## src/rtl/dice_pkg.sv

```systemverilog
// rtl/dice_pkg.sv - shared constants, state enum and die decode helpers for dice_roll_ctrl
//
// Purpose: die-select encodings, value width, controller state enum and the
//          sides/limit decode functions used by dice_roll_ctrl and dice_reduce.
// Ports:   none (package).
// Config:  DICE_ADVANTAGE_EN adds the ST_ROLL2 state.

package dice_pkg;

  localparam int VAL_W = 5;

  localparam logic [2:0] DIE_D4  = 3'd0;
  localparam logic [2:0] DIE_D6  = 3'd1;
  localparam logic [2:0] DIE_D8  = 3'd2;
  localparam logic [2:0] DIE_D10 = 3'd3;
  localparam logic [2:0] DIE_D12 = 3'd4;
  localparam logic [2:0] DIE_D20 = 3'd5;

`ifdef DICE_ADVANTAGE_EN
  typedef enum logic [1:0] {
    ST_IDLE  = 2'd0,
    ST_ROLL  = 2'd1,
    ST_ROLL2 = 2'd2,
    ST_DONE  = 2'd3
  } state_t;
`else
  typedef enum logic [1:0] {
    ST_IDLE  = 2'd0,
    ST_ROLL  = 2'd1,
    ST_DONE  = 2'd3
  } state_t;
`endif

  // Codes 6 and 7 fall through to d20.
  function automatic logic [VAL_W-1:0] die_sides(input logic [2:0] sel);
    case (sel)
      DIE_D4:  return 5'd4;
      DIE_D6:  return 5'd6;
      DIE_D8:  return 5'd8;
      DIE_D10: return 5'd10;
      DIE_D12: return 5'd12;
      default: return 5'd20;
    endcase
  endfunction

  // Largest multiple of the side count that fits in 1..31; samples above it
  // are rejected so every face is equally likely.
  function automatic logic [VAL_W-1:0] die_limit(input logic [2:0] sel);
    case (sel)
      DIE_D4:  return 5'd28;
      DIE_D6:  return 5'd30;
      DIE_D8:  return 5'd24;
      DIE_D10: return 5'd30;
      DIE_D12: return 5'd24;
      default: return 5'd20;
    endcase
  endfunction

endpackage

```

## src/rtl/dice_reduce.sv

```systemverilog
// rtl/dice_reduce.sv - combinational rejection test and 1..sides reduction of a raw sample
//
// Purpose: accept = (1 <= rand_in <= limit); value = ((rand_in-1) mod sides) + 1.
// Ports:
//   rand_in  in  5  raw sample
//   sides    in  5  number of faces of the latched die
//   limit    in  5  acceptance ceiling for that die
//   accept   out 1  sample is usable
//   value    out 5  reduced face value (meaningful only when accept=1)

module dice_reduce
  import dice_pkg::*;
(
  input  logic [VAL_W-1:0] rand_in,
  input  logic [VAL_W-1:0] sides,
  input  logic [VAL_W-1:0] limit,
  output logic             accept,
  output logic [VAL_W-1:0] value
);

  logic [VAL_W-1:0] rem;

  assign accept = (rand_in != '0) && (rand_in <= limit);

  // Repeated conditional subtraction instead of a divider: the worst case is
  // d4 with a sample of 28 (27 = 6*4 + 3), so seven steps always suffice.
  always_comb begin
    rem = rand_in - 5'd1;
    for (int i = 0; i < 7; i++) begin
      if (rem >= sides) begin
        rem = rem - sides;
      end
    end
    value = rem + 5'd1;
  end

endmodule

```

## src/rtl/dice_roll_ctrl.sv

```systemverilog
// rtl/dice_roll_ctrl.sv - fair die roller with animation value and valid/ack result handshake
//
// Purpose: on roll_req, latch the die type, animate roll_value with accepted
//          random samples for at least ROLL_CYCLES cycles, then hold the final
//          result with result_valid until result_ack.
// Parameters:
//   ROLL_CYCLES  minimum rolling-phase length, 1..255 (default 16)
// Ports:
//   clk           in  1  rising-edge clock
//   reset         in  1  synchronous active-high reset
//   rand_in       in  5  raw random sample
//   rand_valid    in  1  rand_in is fresh this cycle
//   roll_req      in  1  start a roll (IDLE only)
//   die_sel       in  3  die type, latched at roll_req
//   adv           in  1  roll twice, keep the higher (DICE_ADVANTAGE_EN only)
//   busy          out 1  roll in progress or result pending
//   roll_value    out 5  animation value while rolling, final result in DONE
//   result_valid  out 1  roll_value is final
//   result_ack    in  1  consumer takes the result
// Config: DICE_ADVANTAGE_EN enables adv, the second rolling phase and the first register.

module dice_roll_ctrl
  import dice_pkg::*;
#(
  parameter int ROLL_CYCLES = 16
) (
  input  logic             clk,
  input  logic             reset,
  input  logic [VAL_W-1:0] rand_in,
  input  logic             rand_valid,
  input  logic             roll_req,
  input  logic [2:0]       die_sel,
`ifdef DICE_ADVANTAGE_EN
  input  logic             adv,
`endif
  output logic             busy,
  output logic [VAL_W-1:0] roll_value,
  output logic             result_valid,
  input  logic             result_ack
);

  localparam logic [7:0] CNT_LOAD = 8'(ROLL_CYCLES);
`ifdef DICE_ADVANTAGE_EN
  // The transition into the second phase already spends one cycle, so the
  // reload is one less; this keeps the best case at 2*ROLL_CYCLES+1 edges.
  localparam logic [7:0] CNT_RELOAD = 8'(ROLL_CYCLES - 1);
`endif

  state_t           state_q, state_d;
  logic [VAL_W-1:0] sides_q, sides_d;
  logic [VAL_W-1:0] limit_q, limit_d;
  logic [7:0]       cnt_q, cnt_d;
  logic             got_q, got_d;
  logic [VAL_W-1:0] value_q, value_d;
`ifdef DICE_ADVANTAGE_EN
  logic             adv_q, adv_d;
  logic [VAL_W-1:0] first_q, first_d;
`endif

  logic             accept;
  logic [VAL_W-1:0] red_value;
  logic             acc_now;
  logic             rolling;
  logic             phase_done;
  logic [VAL_W-1:0] phase_val;

  dice_reduce u_reduce (
    .rand_in (rand_in),
    .sides   (sides_q),
    .limit   (limit_q),
    .accept  (accept),
    .value   (red_value)
  );

`ifdef DICE_ADVANTAGE_EN
  assign rolling = (state_q == ST_ROLL) || (state_q == ST_ROLL2);
`else
  assign rolling = (state_q == ST_ROLL);
`endif

  assign acc_now    = rand_valid && accept;
  // A sample accepted in the closing cycle counts toward that phase.
  assign phase_val  = acc_now ? red_value : value_q;
  assign phase_done = (cnt_q == 8'd0) && (got_q || acc_now);

  always_ff @(posedge clk) begin
    if (reset) begin
      state_q <= ST_IDLE;
      sides_q <= 5'd20;
      limit_q <= 5'd20;
      cnt_q   <= 8'd0;
      got_q   <= 1'b0;
      value_q <= '0;
`ifdef DICE_ADVANTAGE_EN
      adv_q   <= 1'b0;
      first_q <= '0;
`endif
    end else begin
      state_q <= state_d;
      sides_q <= sides_d;
      limit_q <= limit_d;
      cnt_q   <= cnt_d;
      got_q   <= got_d;
      value_q <= value_d;
`ifdef DICE_ADVANTAGE_EN
      adv_q   <= adv_d;
      first_q <= first_d;
`endif
    end
  end

  always_comb begin
    state_d = state_q;
    sides_d = sides_q;
    limit_d = limit_q;
    cnt_d   = cnt_q;
    got_d   = got_q;
    value_d = value_q;
`ifdef DICE_ADVANTAGE_EN
    adv_d   = adv_q;
    first_d = first_q;
`endif

    // Common rolling behaviour: saturating countdown and animation update.
    if (rolling) begin
      cnt_d = (cnt_q == 8'd0) ? 8'd0 : cnt_q - 8'd1;
      if (acc_now) begin
        value_d = red_value;
        got_d   = 1'b1;
      end
    end

    case (state_q)
      ST_IDLE: begin
        if (roll_req) begin
          sides_d = die_sides(die_sel);
          limit_d = die_limit(die_sel);
          cnt_d   = CNT_LOAD;
          got_d   = 1'b0;
`ifdef DICE_ADVANTAGE_EN
          adv_d   = adv;
`endif
          state_d = ST_ROLL;
        end
      end
      ST_ROLL: begin
        if (phase_done) begin
`ifdef DICE_ADVANTAGE_EN
          if (adv_q) begin
            first_d = phase_val;
            cnt_d   = CNT_RELOAD;
            got_d   = 1'b0;
            state_d = ST_ROLL2;
          end else begin
            state_d = ST_DONE;
          end
`else
          state_d = ST_DONE;
`endif
        end
      end
`ifdef DICE_ADVANTAGE_EN
      ST_ROLL2: begin
        if (phase_done) begin
          value_d = (first_q > phase_val) ? first_q : phase_val;
          state_d = ST_DONE;
        end
      end
`endif
      ST_DONE: begin
        if (result_ack) begin
          state_d = ST_IDLE;
        end
      end
      default: begin
        state_d = ST_IDLE;
      end
    endcase
  end

  assign busy         = (state_q != ST_IDLE);
  assign result_valid = (state_q == ST_DONE);
  assign roll_value   = value_q;

endmodule

```

## config.mk

```make
export PLATFORM = sky130hd
export DESIGN_NAME = dice_roll_ctrl
export DESIGN_NICKNAME = d
export VERILOG_FILES = /design/src/rtl/dice_pkg.sv /design/src/rtl/dice_reduce.sv /design/src/rtl/dice_roll_ctrl.sv
export SDC_FILE = /design/constraint.sdc
export NUM_CORES = 1
export LEC_CHECK = 0
export ABC_AREA = 0
export BUFFER_PORTS_ARGS = -buffer_cell sky130_fd_sc_hd__buf_4
export CORE_UTILIZATION = 50
export DETAILED_ROUTE_END_ITERATION = 7
export PLACE_DENSITY = 0.73
export SETUP_SLACK_MARGIN = 0.3
export SYNTH_ARGS = -nofsm -noshare
export SYNTH_HDL_FRONTEND = slang
export SYNTH_SLANG_ARGS = --single-unit
```

## constraint.sdc

```tcl
create_clock -name clk -period 14.4 [get_ports clk]
set_input_delay 1.44 -clock clk [delete_from_list [all_inputs] [get_ports clk]]
set_output_delay 1.44 -clock clk [all_outputs]
set_load 0.01 [all_outputs]
```

==> impl_results.rst, run 1 <==
.. list-table::
   :header-rows: 1

   * - Metric
     - Value
   * - Count of routing violations after the opening detailed-route iteration
     - 238
   * - DR vias/cell
     - 6.07
   * - Crit Path Category
     - in2reg
   * - Number of synthesized register bits
     - 22
   * - Fraction of final layout cells sized beyond drive strength 1
     - 0.162
   * - Number of setup violations in the final report
     - 0
   * - Number of unique standard cell types used by synthesis
     - 77
   * - Finished Layout Cells
     - 489
   * - Sequential-to-total area share from yosys stat
     - 0.142
   * - Maximum number of pins on one net before global-route repair
     - 19
   * - RR Startpoint
     - limit_q[1]
   * - Placed Instances
     - 482
   * - IO Count
     - 20
   * - Area of the core
     - 0.00596 mm2
   * - Transition at the pin with the smallest max-transition slack
     - 0.988 ns
   * - Critical path launch point type
     - input port
   * - Count of final max-slew check failures
     - 0
   * - Layout overhead on the synthesized area
     - 10.8%
   * - Number of warning messages in the yosys log
     - 0
   * - Main synth FF type
     - dfxtp_1
   * - Fraction of synthesized cell area taken by the top area cell type
     - 0.142
   * - Post-route minimum period
     - 13.34 ns
   * - Final-stage net count
     - 465
   * - Final-layout fill cell count
     - 572
   * - Clock tree from TritonCTS
     - yes
   * - Initial antenna violation count
     - 0
   * - First-pass iteration count of the detailed router
     - 4
   * - Crit-path max cell delay
     - 0.48 ns
   * - Inserted Clock Buffers
     - 3
   * - Root buf cell
     - clkbuf_8
   * - Worst-Skew Late Latency
     - 0.27 ns
   * - Remaining number of nets flagged by the antenna check after routing
     - 0
   * - Hold violation count in the final report
     - 0
   * - Post-synth net total
     - 445
   * - Number of flops mapped to enable cells by yosys
     - 0
   * - Worst EP required
     - 14.56 ns
   * - Die width
     - 80.7 um
   * - Total number of vias
     - 2968
   * - Most used standard cell by instance count after synthesis
     - nor2_1
   * - Worst-path maximum fanout
     - 10
   * - Worst-case reg-to-reg path depth
     - 49
   * - Per-cell routed wire length
     - 15.3 um
   * - All-layer global routing usage
     - 0.236
   * - Cell with the largest stage delay on the worst path
     - or4b_1
   * - Capture point of the critical path
     - roll_value[4]
   * - Clock transition time at the flip-flop clock pins of the worst setup and hold paths
     - 0.08 ns
   * - Library cell appearing most often on the critical path
     - ha_1
   * - Routed Wire Length
     - 7470 um
   * - Final setup TNS
     - 0 ns
   * - R2R Path End
     - roll_value[4]
   * - Remaining global-route overflow
     - 0
   * - Die outline height
     - 80.7 um
   * - Gate count of the mapped netlist
     - 395
   * - Input/output buffers
     - 19
   * - Dominant cell type by area after synthesis
     - dfxtp_1
   * - Achievable Freq
     - 0.0750 GHz
   * - Std cell rows
     - 28
   * - Result of the run
     - completed
   * - Async set-reset flop share out of synthesis
     - 0
   * - CTS sink cnt
     - 22
   * - Register-to-register setup slack
     - 2.13 ns
   * - Setup repair after global routing missed its margin
     - false
   * - Inserted Diodes
     - 0
   * - Via count of the first global-routing pass
     - 2728
   * - Most numerous cell types in the synthesized netlist
     - nor2_1 (40), ha_1 (30), inv_1 (28), nand2_1 (24), dfxtp_1 (22)
   * - Arrival time of data at the critical path endpoint
     - 13.50 ns
   * - Startpoint of the worst setup timing path
     - rand_in[0]
   * - Most area-consuming cells after synthesis
     - dfxtp_1 (14%), ha_1 (12%), nor2_1 (4.8%)
   * - Number of buffers on the longest clock path
     - 2
   * - Mean Syn Cell Area
     - 7.85 um2
   * - Effective utilization at floorplan
     - 0.521
   * - First-pass GRT wire length
     - 12300 um
   * - Slew Limit Headroom
     - 0.333
   * - Cell area after synthesis
     - 0.00310 mm2
   * - Die area
     - 0.00652 mm2
   * - Class of the tightest hold or removal check
     - reg2reg
   * - Category of the worst setup path capture point
     - flip-flop
   * - Final Cycle Share
     - 0.926
   * - Post-route DRC violation count
     - 0
   * - Worst Skew
     - 0.00524 ns
   * - Max Cap Viol
     - 0
   * - Half-perimeter wire length of the detailed placement result
     - 5740 um
   * - H-tree level count
     - 1
   * - Routability-driven placement congestion ratio
     - 0.908
   * - Quantity of hold-fixing buffers added after cts
     - 0
## cells in the final DEF, fill, tap and decap left out, drive strengths merged, types with 3 or more instances in the layout
cell type	count
a2111oi	5
a211oi	8
a21boi	3
a21o	6
a21oi	19
a31oi	5
and2	4
buf	26
clkbuf	4
dfxtp	22
fa	7
ha	30
inv	29
mux2	8
mux2i	7
nand2	24
nand2b	12
nand3	10
nand3b	5
nand4	7
nor2	40
nor2b	15
nor3	7
nor4	6
o211ai	5
o21a	4
o21ai	18
o22ai	5
o2bb2ai	3
o311ai	3
or2	6
or3	3
xnor2	15
xor2	7
## state kept, by name, indices dropped and copies added, names as in the netlist
register    count
sides_q         3
cnt_q           8
roll_value      5
state_q         2
limit_q         3
got_q           1
## worst min-delay path by stage
stage | start | to | depth (start not counted)
final | cnt_q[2] | cnt_q[2] | 2
after global routing | got_q | got_q | 2
after CTS | got_q | got_q | 2
after detailed placement | got_q | got_q | 2
after global placement | cnt_q[2] | cnt_q[2] | 2
after floorplan | got_q | got_q | 2
## layer usage
| metal | track usage | routed length, um |
|---|---|---|
| met5 | 0 | 0 |
| met3 | 0.0157 | 261 |
| met2 | 0.397 | 3370 |
| met1 | 0.324 | 3720 |
| met4 | 0.0696 | 119 |
## worst max-delay path, delay by kind of cell
kind            cells  cell delay [ns]
compound gates     15             3.15
fa+ha+maj           9             3.17
buf+inv             6             0.86
mux                 4             1.53
simple gates       18             3.33
## area by class of cell
class	count	area, um2	area share
flip-flops and latches	22	440	0.128
clock buffers	4	55.1	0.0160
multi-input cells	333	2540	0.740
well taps	75	93.8	0.0273
inverters	29	109	0.0317
repair buffers	26	195	0.0568
## cells by family after synthesis
logic type	after synthesis	synth area share
buffers and inverters	40	0.0545
AO/OA/AOI/OAI	109	0.266
adder cells (fa/ha/maj)	37	0.166
AND/OR/NAND/NOR	150	0.256
multiplexers	15	0.0529
flip-flops	22	0.142
XOR/XNOR	22	0.0621
## metrics by stage
| stage | area, um2 | setup slack [ns] | utilization | hold slack [ns] |
|---|---|---|---|---|
| finish | 3440 | 1.06 | 0.577 | 0.468 |
| global route | 3440 | 0.319 | 0.577 | 0.490 |
| CTS | 3360 | 0.784 | 0.564 | 0.471 |
| detailed placement | 3310 | 0.518 | 0.555 | 0.459 |
| global placement | 3310 | 0.780 | 0.555 | 0.444 |
| floorplan | 3100 | 1.52 | - | 0.435 |
## what timing repair did
action / CTS / global route
resized for setup: 0 / 15
hold endpoints to repair: 0 / 0
buffers inserted: 0 / 3
endpoints found under the setup margin: 0 / 3
Power of run 1 is not shown: default switching activity piles up to over one toggle a cycle in this logic, so the estimate is an artifact.
==> run 2: changes to the inputs <==
- CORE_MARGIN: not set -> 2
==> run 2 against run 1 <==
  * Wire length is essentially flat
  * Flip-flop and latch count is the same
  * Utilization grew 0.63 points
  * Clock skew grew 0.0032 ns
==> impl_results.rst, run 2 (synthesized netlist as in run 1, its figures left out) <==
.. list-table::
   :header-rows: 1

   * - Metric
     - Value
   * - Largest reg by FF count
     - cnt_q (unchanged)
   * - Post-route DRC violation count
     - 0 (unchanged)
   * - Layout overhead on the synthesized area
     - 12.0% (was 10.8%)
   * - IO Count
     - 20 (unchanged)
   * - Worst Skew
     - 0.00848 ns (was 0.00524 ns)
   * - Per-cell routed wire length
     - 15.2 um (was 15.3 um)
   * - Die area
     - 0.00685 mm2 (was 0.00652 mm2)
   * - Buffers plus inverters on the worst setup path
     - 7 (was 6)
   * - Worst EP required
     - 14.57 ns (was 14.56 ns)
   * - Half-perimeter wire length of the detailed placement result
     - 5790 um (was 5740 um)
   * - Final Cycle Share
     - 0.923 (was 0.926)
   * - Final-layout fill cell count
     - 554 (was 572)
   * - Crit-path max cell delay
     - 0.51 ns (was 0.48 ns)
   * - Effective utilization at floorplan
     - 0.521 (unchanged)
   * - Library cell appearing most often on the critical path
     - ha_1 (unchanged)
   * - Number of setup violations in the final report
     - 0 (unchanged)
   * - Remaining number of nets flagged by the antenna check after routing
     - 0 (unchanged)
   * - Count of routing violations after the opening detailed-route iteration
     - 226 (was 238)
   * - Max Cap Viol
     - 0 (unchanged)
   * - Total number of vias
     - 2989 (was 2968)
   * - Setup repair after global routing missed its margin
     - false (unchanged)
   * - Count of final max-slew check failures
     - 0 (unchanged)
   * - Category of the worst setup path capture point
     - flip-flop (unchanged)
   * - Achievable Freq
     - 0.0753 GHz (was 0.0750 GHz)
   * - Transition at the pin with the smallest max-transition slack
     - 1.14 ns (was 0.988 ns)
   * - Worst-Skew Late Latency
     - 0.27 ns (about the same)
   * - Hold violation count in the final report
     - 0 (unchanged)
   * - Quantity of hold-fixing buffers added after cts
     - 0 (unchanged)
   * - Worst path top cell family by delay
     - adder cells (was simple AND/OR/NAND/NOR gates)
   * - CTS sink cnt
     - 22 (unchanged)
   * - Slew Limit Headroom
     - 0.230 (was 0.333)
   * - Most frequent cells in the layout
     - nor2_1 (40), ha_1 (30), inv_1 (28), buf_4 (28) (was nor2_1 (40), ha_1 (30), inv_1 (28))
   * - First-pass iteration count of the detailed router
     - 4 (unchanged)
   * - H-tree level count
     - 1 (unchanged)
   * - Maximum number of pins on one net before global-route repair
     - 19 (unchanged)
   * - Final-stage net count
     - 467 (was 465)
   * - DR vias/cell
     - 6.09 (was 6.07)
   * - Remaining global-route overflow
     - 0 (unchanged)
   * - Die outline height
     - 82.7 um (was 80.7 um)
   * - Inserted Clock Buffers
     - 3 (unchanged)
   * - Footprint of the multi-input gates
     - 0.00255 mm2 (was 0.00254 mm2)
   * - Clock transition time at the flip-flop clock pins of the worst setup and hold paths
     - 0.08 ns (about the same)
   * - Crit Path Category
     - in2reg (unchanged)
   * - Input/output buffers
     - 19 (unchanged)
   * - Root buf cell
     - clkbuf_8 (unchanged)
   * - Worst setup slack before clock tree synthesis
     - 0.498 ns (was 0.518 ns)
   * - Area used by sequential logic in the layout
     - 440 um2 (unchanged)
   * - Via count of the first global-routing pass
     - 2722 (was 2728)
   * - Post-route minimum period
     - 13.28 ns (was 13.34 ns)
   * - Clock tree from TritonCTS
     - yes (unchanged)
   * - Cell with the largest stage delay on the worst path
     - or4b_1 (unchanged)
   * - Worst-case setup margin in the final layout
     - 1.12 ns (was 1.06 ns)
   * - Std cell rows
     - 28 (unchanged)
   * - Final setup TNS
     - 0 ns (unchanged)
   * - Number of buffers on the longest clock path
     - 2 (unchanged)
   * - Worst-path maximum fanout
     - 10 (unchanged)
   * - Area of the core
     - 0.00596 mm2 (unchanged)
   * - Inserted Diodes
     - 0 (unchanged)
   * - Leading cell type in the layout, fill and taps excluded
     - nor2_1 (unchanged)
   * - All-layer global routing usage
     - 0.222 (was 0.236)
   * - Largest register FFs
     - 8 (unchanged)
   * - Initial antenna violation count
     - 0 (unchanged)
   * - Fraction of final layout cells sized beyond drive strength 1
     - 0.166 (was 0.162)
   * - First-pass GRT wire length
     - 12200 um (was 12300 um)
   * - Critical path launch point type
     - input port (unchanged)
   * - Result of the run
     - completed (unchanged)
   * - Routed Wire Length
     - 7480 um (was 7470 um)
   * - Routability-driven placement congestion ratio
     - 0.916 (was 0.908)
   * - Class of the tightest hold or removal check
     - reg2reg (unchanged)
   * - Die width
     - 82.7 um (was 80.7 um)
   * - Arrival time of data at the critical path endpoint
     - 13.45 ns (was 13.50 ns)
-- run 2: timing repair --
| item | in CTS | in global routing |
|---|---|---|
| gates resized for setup | 0 | 17 |
| buffers inserted | 0 | 5 |
| endpoints found under the setup margin | 0 | 4 |
-- run 2: final cells by class --
cell class                      count  share of cell area
Clock buffer                        3              0.0119
Clock inverter                      1             0.00865
Inverter                           29              0.0313
Multi-Input combinational cell    333               0.734
Sequential cell                    22               0.127
Tap cell                           75              0.0270
Timing Repair Buffer               28              0.0605
-- run 2: worst reg2reg max path: cells and delay by family (launching register included) --
kind / cells / cell delay (ns)
AOI/OAI and AO/OA: 17 / 3.21
adders and majority gates: 9 / 3.16
buffers and inverters: 6 / 0.84
DFF: 1 / 0.72
muxes: 3 / 0.96
and+or+nand+nor: 17 / 3.18
-- run 2: final timing paths --
kind | slack (ns) | cells past startpoint | endpoint | start
worst max-delay path | 1.12 | 55 | roll_value[4] | rand_in[0]
worst min-delay path | 0.46 | 2 | got_q | got_q
worst max register to register | 2.23 | 52 | roll_value[4] | sides_q[2]
worst min register to register | 0.46 | 2 | got_q | got_q
-- run 2: through the flow --
step	hold WS [ns]	util	cells	cell area, um2
detailed placement	0.451	0.555	482	3310
floorplan	0.435	-	395	3100
global placement	0.443	0.555	482	3310
CTS	0.463	0.567	486	3380
global route	0.484	0.583	491	3470
finish	0.462	0.583	491	3470
-- run 2: layer usage --
metal	GRT usage	wire, um	part of all wire	vias up
li1	-	-	-	1509
met1	0.320	3770	0.50	1399
met2	0.372	3330	0.45	72
met3	0.0141	296	0.040	9
met4	0.0328	73	0.0098	0
met5	0	0	0	-
Power of run 2 is left out for the same reason.
